--- src/rtl/ula_pkg.sv ---
// Shared types and function-select codes for the nibble-serial 74181-style ALU.
package ula_pkg;

    typedef enum logic [1:0] {
        StIdle,
        StRun,
        StDone
    } state_e;

    // Arithmetic-mode (m=0) function selects
    localparam logic [3:0] S_INC = 4'b0000;
    localparam logic [3:0] S_SUB = 4'b0110;
    localparam logic [3:0] S_ADD = 4'b1001;
    localparam logic [3:0] S_DBL = 4'b1100;
    localparam logic [3:0] S_DEC = 4'b1111;

    // Logic-mode (m=1) function selects
    localparam logic [3:0] S_XOR = 4'b0110;
    localparam logic [3:0] S_AND = 4'b1011;
    localparam logic [3:0] S_ONE = 4'b1100;

endpackage

--- src/rtl/ula_slice4.sv ---
// Combinational 4-bit 74181 slice with active-high carry; c3 is the carry into bit 3.
module ula_slice4
    import ula_pkg::*;
(
    input  logic [3:0] a,
    input  logic [3:0] b,
    input  logic [3:0] s,
    input  logic       m,
    input  logic       cin,
    output logic [3:0] f,
    output logic       cout,
    output logic       c3
);

    logic [3:0] p;
    logic [3:0] q;
    logic [3:0] lf;
    logic [4:0] sum;
    logic [3:0] low;

    always_comb begin
        p = a;
        q = 4'h0;
        unique case (s)
            S_INC:   begin p = a;       q = 4'h0;    end
            4'b0001: begin p = a | b;   q = 4'h0;    end
            4'b0010: begin p = a | ~b;  q = 4'h0;    end
            4'b0011: begin p = 4'h0;    q = 4'hf;    end
            4'b0100: begin p = a;       q = a & ~b;  end
            4'b0101: begin p = a | b;   q = a & ~b;  end
            S_SUB:   begin p = a;       q = ~b;      end
            4'b0111: begin p = a & ~b;  q = 4'hf;    end
            4'b1000: begin p = a;       q = a & b;   end
            S_ADD:   begin p = a;       q = b;       end
            4'b1010: begin p = a | ~b;  q = a & b;   end
            4'b1011: begin p = a & b;   q = 4'hf;    end
            S_DBL:   begin p = a;       q = a;       end
            4'b1101: begin p = a | b;   q = a;       end
            4'b1110: begin p = a | ~b;  q = a;       end
            S_DEC:   begin p = a;       q = 4'hf;    end
            default: begin p = a;       q = 4'h0;    end
        endcase
    end

    always_comb begin
        lf = 4'h0;
        unique case (s)
            4'b0000: lf = ~a;
            4'b0001: lf = ~(a | b);
            4'b0010: lf = ~a & b;
            4'b0011: lf = 4'h0;
            4'b0100: lf = ~(a & b);
            4'b0101: lf = ~b;
            S_XOR:   lf = a ^ b;
            4'b0111: lf = a & ~b;
            4'b1000: lf = ~a | b;
            4'b1001: lf = ~(a ^ b);
            4'b1010: lf = b;
            S_AND:   lf = a & b;
            S_ONE:   lf = 4'hf;
            4'b1101: lf = a | ~b;
            4'b1110: lf = a | b;
            4'b1111: lf = a;
            default: lf = 4'h0;
        endcase
    end

    assign sum = {1'b0, p} + {1'b0, q} + {4'b0, cin};
    assign low = {1'b0, p[2:0]} + {1'b0, q[2:0]} + {3'b0, cin};

    // Logic mode breaks the carry chain entirely
    assign f    = m ? lf : sum[3:0];
    assign cout = m ? 1'b0 : sum[4];
    assign c3   = m ? 1'b0 : low[3];

endmodule

--- src/rtl/ula_serial.sv ---
// Nibble-serial 74181-style ALU: one 4-bit slice per clock, carry rippled through a register.
// Define ULA_SERIAL_OVF_EN to add the signed-overflow output v_out.
module ula_serial
    import ula_pkg::*;
#(
    parameter int unsigned WIDTH = 8
) (
    input  logic             clk,
    input  logic             rst_n,
    input  logic             in_valid,
    output logic             in_ready,
    input  logic [WIDTH-1:0] a,
    input  logic [WIDTH-1:0] b,
    input  logic [3:0]       s,
    input  logic             m,
    input  logic             c_in,
    output logic             out_valid,
    input  logic             out_ready,
    output logic [WIDTH-1:0] f,
    output logic             c_out,
    output logic             a_eq_b,
    output logic             zero
`ifdef ULA_SERIAL_OVF_EN
    ,
    output logic             v_out
`endif
);

    localparam int unsigned NIB  = WIDTH / 4;
    localparam int unsigned CntW = (NIB > 1) ? $clog2(NIB) : 1;

    if ((WIDTH % 4) != 0 || WIDTH < 4) begin : g_bad_width
        $error("ula_serial: WIDTH must be a multiple of 4 and >= 4");
    end

    state_e            state_q, state_d;
    logic [WIDTH-1:0]  a_q, a_d, b_q, b_d, f_q, f_d;
    logic [3:0]        s_q, s_d;
    logic              m_q, m_d, carry_q, carry_d;
    logic [CntW-1:0]   cnt_q, cnt_d;
    logic              c_out_q, c_out_d, a_eq_b_q, a_eq_b_d, zero_q, zero_d, v_q, v_d;
    logic [3:0]        sl_f;
    logic              sl_cout, sl_c3;
    logic [WIDTH+3:0]  f_cat;

    ula_slice4 u_slice (
        .a    (a_q[3:0]),
        .b    (b_q[3:0]),
        .s    (s_q),
        .m    (m_q),
        .cin  (carry_q),
        .f    (sl_f),
        .cout (sl_cout),
        .c3   (sl_c3)
    );

    // New nibble enters at the top so the first pass ends up in f[3:0]
    assign f_cat = {sl_f, f_q};

    always_comb begin
        state_d  = state_q;
        a_d      = a_q;
        b_d      = b_q;
        f_d      = f_q;
        s_d      = s_q;
        m_d      = m_q;
        carry_d  = carry_q;
        cnt_d    = cnt_q;
        c_out_d  = c_out_q;
        a_eq_b_d = a_eq_b_q;
        zero_d   = zero_q;
        v_d      = v_q;
        unique case (state_q)
            StIdle: begin
                if (in_valid) begin
                    a_d      = a;
                    b_d      = b;
                    s_d      = s;
                    m_d      = m;
                    carry_d  = ~c_in;
                    cnt_d    = '0;
                    a_eq_b_d = (a == b);
                    state_d  = StRun;
                end
            end
            StRun: begin
                a_d     = a_q >> 4;
                b_d     = b_q >> 4;
                f_d     = f_cat[WIDTH+3:4];
                carry_d = sl_cout;
                cnt_d   = cnt_q + 1'b1;
                if (cnt_q == CntW'(NIB - 1)) begin
                    c_out_d = sl_cout;
                    zero_d  = (f_d == '0);
                    v_d     = sl_c3 ^ sl_cout;
                    state_d = StDone;
                end
            end
            StDone: begin
                if (out_ready) begin
                    state_d = StIdle;
                end
            end
            default: state_d = StIdle;
        endcase
    end

    always_ff @(posedge clk or negedge rst_n) begin
        if (!rst_n) begin
            state_q <= StIdle;
        end else begin
            state_q <= state_d;
        end
    end

    always_ff @(posedge clk or negedge rst_n) begin
        if (!rst_n) begin
            a_q      <= '0;
            b_q      <= '0;
            f_q      <= '0;
            s_q      <= '0;
            m_q      <= 1'b0;
            carry_q  <= 1'b0;
            cnt_q    <= '0;
            c_out_q  <= 1'b0;
            a_eq_b_q <= 1'b0;
            zero_q   <= 1'b0;
            v_q      <= 1'b0;
        end else begin
            a_q      <= a_d;
            b_q      <= b_d;
            f_q      <= f_d;
            s_q      <= s_d;
            m_q      <= m_d;
            carry_q  <= carry_d;
            cnt_q    <= cnt_d;
            c_out_q  <= c_out_d;
            a_eq_b_q <= a_eq_b_d;
            zero_q   <= zero_d;
            v_q      <= v_d;
        end
    end

    assign in_ready  = (state_q == StIdle);
    assign out_valid = (state_q == StDone);
    assign f         = f_q;
    assign c_out     = c_out_q;
    assign a_eq_b    = a_eq_b_q;
    assign zero      = zero_q;

`ifdef ULA_SERIAL_OVF_EN
    assign v_out = v_q;
`else
    logic unused_v;
    assign unused_v = v_q;
`endif

endmodule

--- config.mk ---
export PLATFORM = sky130hd
export DESIGN_NAME = ula_serial
export DESIGN_NICKNAME = d
export VERILOG_FILES = /design/src/rtl/ula_pkg.sv /design/src/rtl/ula_slice4.sv /design/src/rtl/ula_serial.sv
export SDC_FILE = /design/constraint.sdc
export NUM_CORES = 1
export LEC_CHECK = 0
export ABC_AREA = 0
export ABC_CLOCK_PERIOD_IN_PS = 8140
export BUFFER_PORTS_ARGS = -buffer_cell sky130_fd_sc_hd__buf_2
export CORE_MARGIN = 2
export CORE_UTILIZATION = 40
export CTS_BUF_LIST = sky130_fd_sc_hd__clkbuf_4
export CTS_CLUSTER_DIAMETER = 100
export CTS_CLUSTER_SIZE = 8
export DETAILED_ROUTE_END_ITERATION = 12
export GPL_TIMING_DRIVEN = 0
export PLACE_DENSITY = 0.61
export SETUP_SLACK_MARGIN = 0.05
export SLEW_MARGIN = 15
export SYNTH_ARGS = -nofsm -noshare
export SYNTH_HDL_FRONTEND = slang
export SYNTH_SLANG_ARGS = --single-unit
export TNS_END_PERCENT = 10
--- constraint.sdc ---
create_clock -name clk -period 8.14 [get_ports clk]
set_input_delay 1.221 -clock clk [delete_from_list [all_inputs] [get_ports clk]]
set_output_delay 1.221 -clock clk [all_outputs]
set_load 0.02 [all_outputs]
==> impl_metrics.json <==
{
  "cts_resized": 0,
  "synth.top_cell.area_share": 0.3074,
  "syn_area_um2": 2930,
  "port_buffers": 38,
  "h-tree-depth": 2,
  "met3_length_um": 646,
  "dieArea_um2": 8026,
  "grt_pass1_wl_mm": 13.54,
  "drt-pass1-iter-count": 5,
  "synth.most_common_cell": "nand2_1",
  "critPathMaxFanout": 10,
  "start_util": 0.4084,
  "fmax_ghz": 0.2827,
  "postCtsHoldBufs": 0,
  "vias": 2922,
  "diodes": 0,
  "crit_end": "zero",
  "wirelength_mm": 8.320,
  "synth-edff-count": 0,
  "period_share": 0.4345,
  "wl_per_cell_um": 16.09,
  "grt_setup_unrepaired": "no",
  "yosysWarnings": 0,
  "crit_required_ns": 8.37,
  "p_total_w": 0.001556,
  "outcome": "complete, no violations",
  "worstReg2RegEnd": "zero",
  "first_iter_violations": 341,
  "gp_congestion": 0.9214,
  "synthDistinctLibCells": 58,
  "synthTopCellsByCount": "nand2_1 (82), dfrtp_1 (36), o21ai_0 (28)",
  "synthCells": 372,
  "syn_avg_cell_area_um2": 7.877,
  "endpoint_kind": "flop",
  "numCtsBuffers": 5,
  "tightest_slew_ns": 0.7908,
  "area_growth_pct": 12.64,
  "start_kind": "flop",
  "criticalPathCategory": "flop to flop",
  "drv_cap": 0,
  "core_area_um2": 7176,
  "r2r_setup_slack_ns": 4.60,
  "die_h_um": 89.59,
  "root_buffer": "clkbuf_4",
  "fillers": 750,
  "cts_setup_buffers": 0,
  "worstPathArrival_ns": 3.76,
  "drv_slew": 0,
  "synth.top_cells.by_area": "dfrtp_1 (31%), nand2_1 (11%), ha_1 (8.1%), o21ai_0 (4.8%), xnor2_1 (3.0%)",
  "top_layer_used": "met4",
  "grt_max_degree": 37,
  "drive_gt1_frac": 0.1627,
  "routed_via_density": 5.652,
  "ys_seq_area_frac": 0.3074,
  "async_flop_share": 1.000,
  "setup_tns_ns": 0,
  "relSlewSlack": 0.4728,
  "setup_viol_count_final": 0,
  "grt_usage": 0.2189,
  "synth_top_area_cell": "dfrtp_1",
  "p_per_area_nw_per_um2": 471.3,
  "overflow": 0,
  "fin_nets": 464,
  "hold_class": "flop to flop",
  "clkTransAtPathRegs_ns": 0.10,
  "die_w_um": 89.59,
  "antenna_found_initial": 0,
  "io_pins": 39,
  "grt_pass1_vias": 2671,
  "route.antenna.remaining_nets": 0,
  "leakagePower_nw": 1.533,
  "clockBufferDepth": 2,
  "syn_nets": 419,
  "m1WireLength_mm": 3.655,
  "final_hold_viol_count": 0,
  "rr_worst_depth": 15,
  "r2r_start": "s_q[3]",
  "tritoncts": "yes",
  "route.met2.wl_mm": 3.725,
  "drt_drc_violations_left": 0,
  "insertion_delay_ns": 0.33,
  "num_rows": 31,
  "dp_hpwl_mm": 6.243,
  "finClkSkew_ns": 0.005114,
  "synth-main-ff-cell": "dfrtp_1",
  "cp-startpoint": "s_q[3]",
  "vdd_ir_drop_max_mv": 0.2085,
  "synth-seq-cells": 36,
  "cts_sinks": 36,
  "min_period_ns": 3.537
}
## metrics by stage
step | cell area (um^2) | hold WS [ns] | setup WS, ns | util | instances
3_3_place_gp | 3244 | 0.4551 | 4.702 | 0.4521 | 509
2_1_floorplan | 2930 | 0.4692 | 5.237 | - | 372
5_1_grt | 3301 | 0.5214 | 4.431 | 0.4600 | 517
3_5_place_dp | 3244 | 0.4649 | 4.717 | 0.4521 | 509
4_1_cts | 3301 | 0.4886 | 4.665 | 0.4600 | 517
6_report | 3301 | 0.4863 | 4.603 | 0.4600 | 517
## registers in the layout, summed over array words and instances, names as in the netlist
name and count:
state_q 2, carry_q 1, cnt_q 1, a_q 8, a_eq_b 1, zero 1
c_out 1, f 8, m_q 1, b_q 8, s_q 4
## worst max-delay path, stage by stage (launching register included)
cell	delay, ns
dfrtp_1	0.48
buf_4	0.24
buf_6	0.16
buf_2	0.26
nand2_1	0.08
a22oi_1	0.39
a21oi_1	0.14
o311a_1	0.14
fa_1	0.42
fa_1	0.43
xnor2_1	0.17
nor2_1	0.05
a21oi_1	0.15
o31ai_1	0.13
nand4_1	0.12
o21ai_1	0.06
## area by class of cell
type | instances | area [um^2] | area share
Clock buffer | 7 | 52.55 | 0.01592
Inverter | 19 | 71.32 | 0.02161
Clock inverter | 1 | 3.754 | 0.001137
Sequential cell | 36 | 900.9 | 0.2729
Tap cell | 99 | 123.9 | 0.03753
Multi-Input combinational cell | 292 | 1817 | 0.5504
Timing Repair Buffer | 38 | 190.2 | 0.05762
Buffer | 25 | 141.4 | 0.04284
## placed cells by master (no fill, tap or decap), types with 8 or more instances in the layout
cell type and count:
a21oi_1 17, a31oi_1 11, buf_2 46, clkbuf_1 8, dfrtp_1 36, ha_1 19
inv_1 19, nand2_1 82, nand2b_1 9, nor2_1 19, o21ai_0 28, o31ai_1 8
xnor2_1 10
## where the power goes
part	internal, W	switching [W]	total (W)	leakage (nW)
combinational	0.000436	0.000675	0.00111	1.05
clock	0.0000399	0.0000563	0.0000961	0.0338
sequential	0.000262	0.0000865	0.000349	0.451
total	0.000738	0.000817	0.00156	1.53
## routing by layer
layer	vias to the layer above	GRT usage
met5	-	0
met4	0	0.09227
met3	25	0.03748
met2	139	0.3302
met1	1358	0.3091
li1	1400	-
## how the worst min path moves through the flow
stage | startpoint | endpoint | slack [ns] | cells past startpoint
final | a_eq_b | a_eq_b | 0.49 | 2
after global routing | f[1] | f[1] | 0.52 | 2
after CTS | f[1] | f[1] | 0.49 | 2
after detailed placement | f[1] | f[1] | 0.46 | 2
after global placement | f[1] | f[1] | 0.46 | 2
after floorplan | carry_q | carry_q | 0.47 | 2
## kinds of logic after synthesis
logic type      count (synthesis)  share of synthesized area
xor+xnor                       10                    0.02989
buf+inv                        44                    0.07259
fa+ha+maj                      21                    0.09479
mux                             6                    0.02135
simple gates                  158                     0.2609
flops                          36                     0.3074
compound gates                 97                     0.2131
Note: power is estimated with default switching activity, not from simulation.
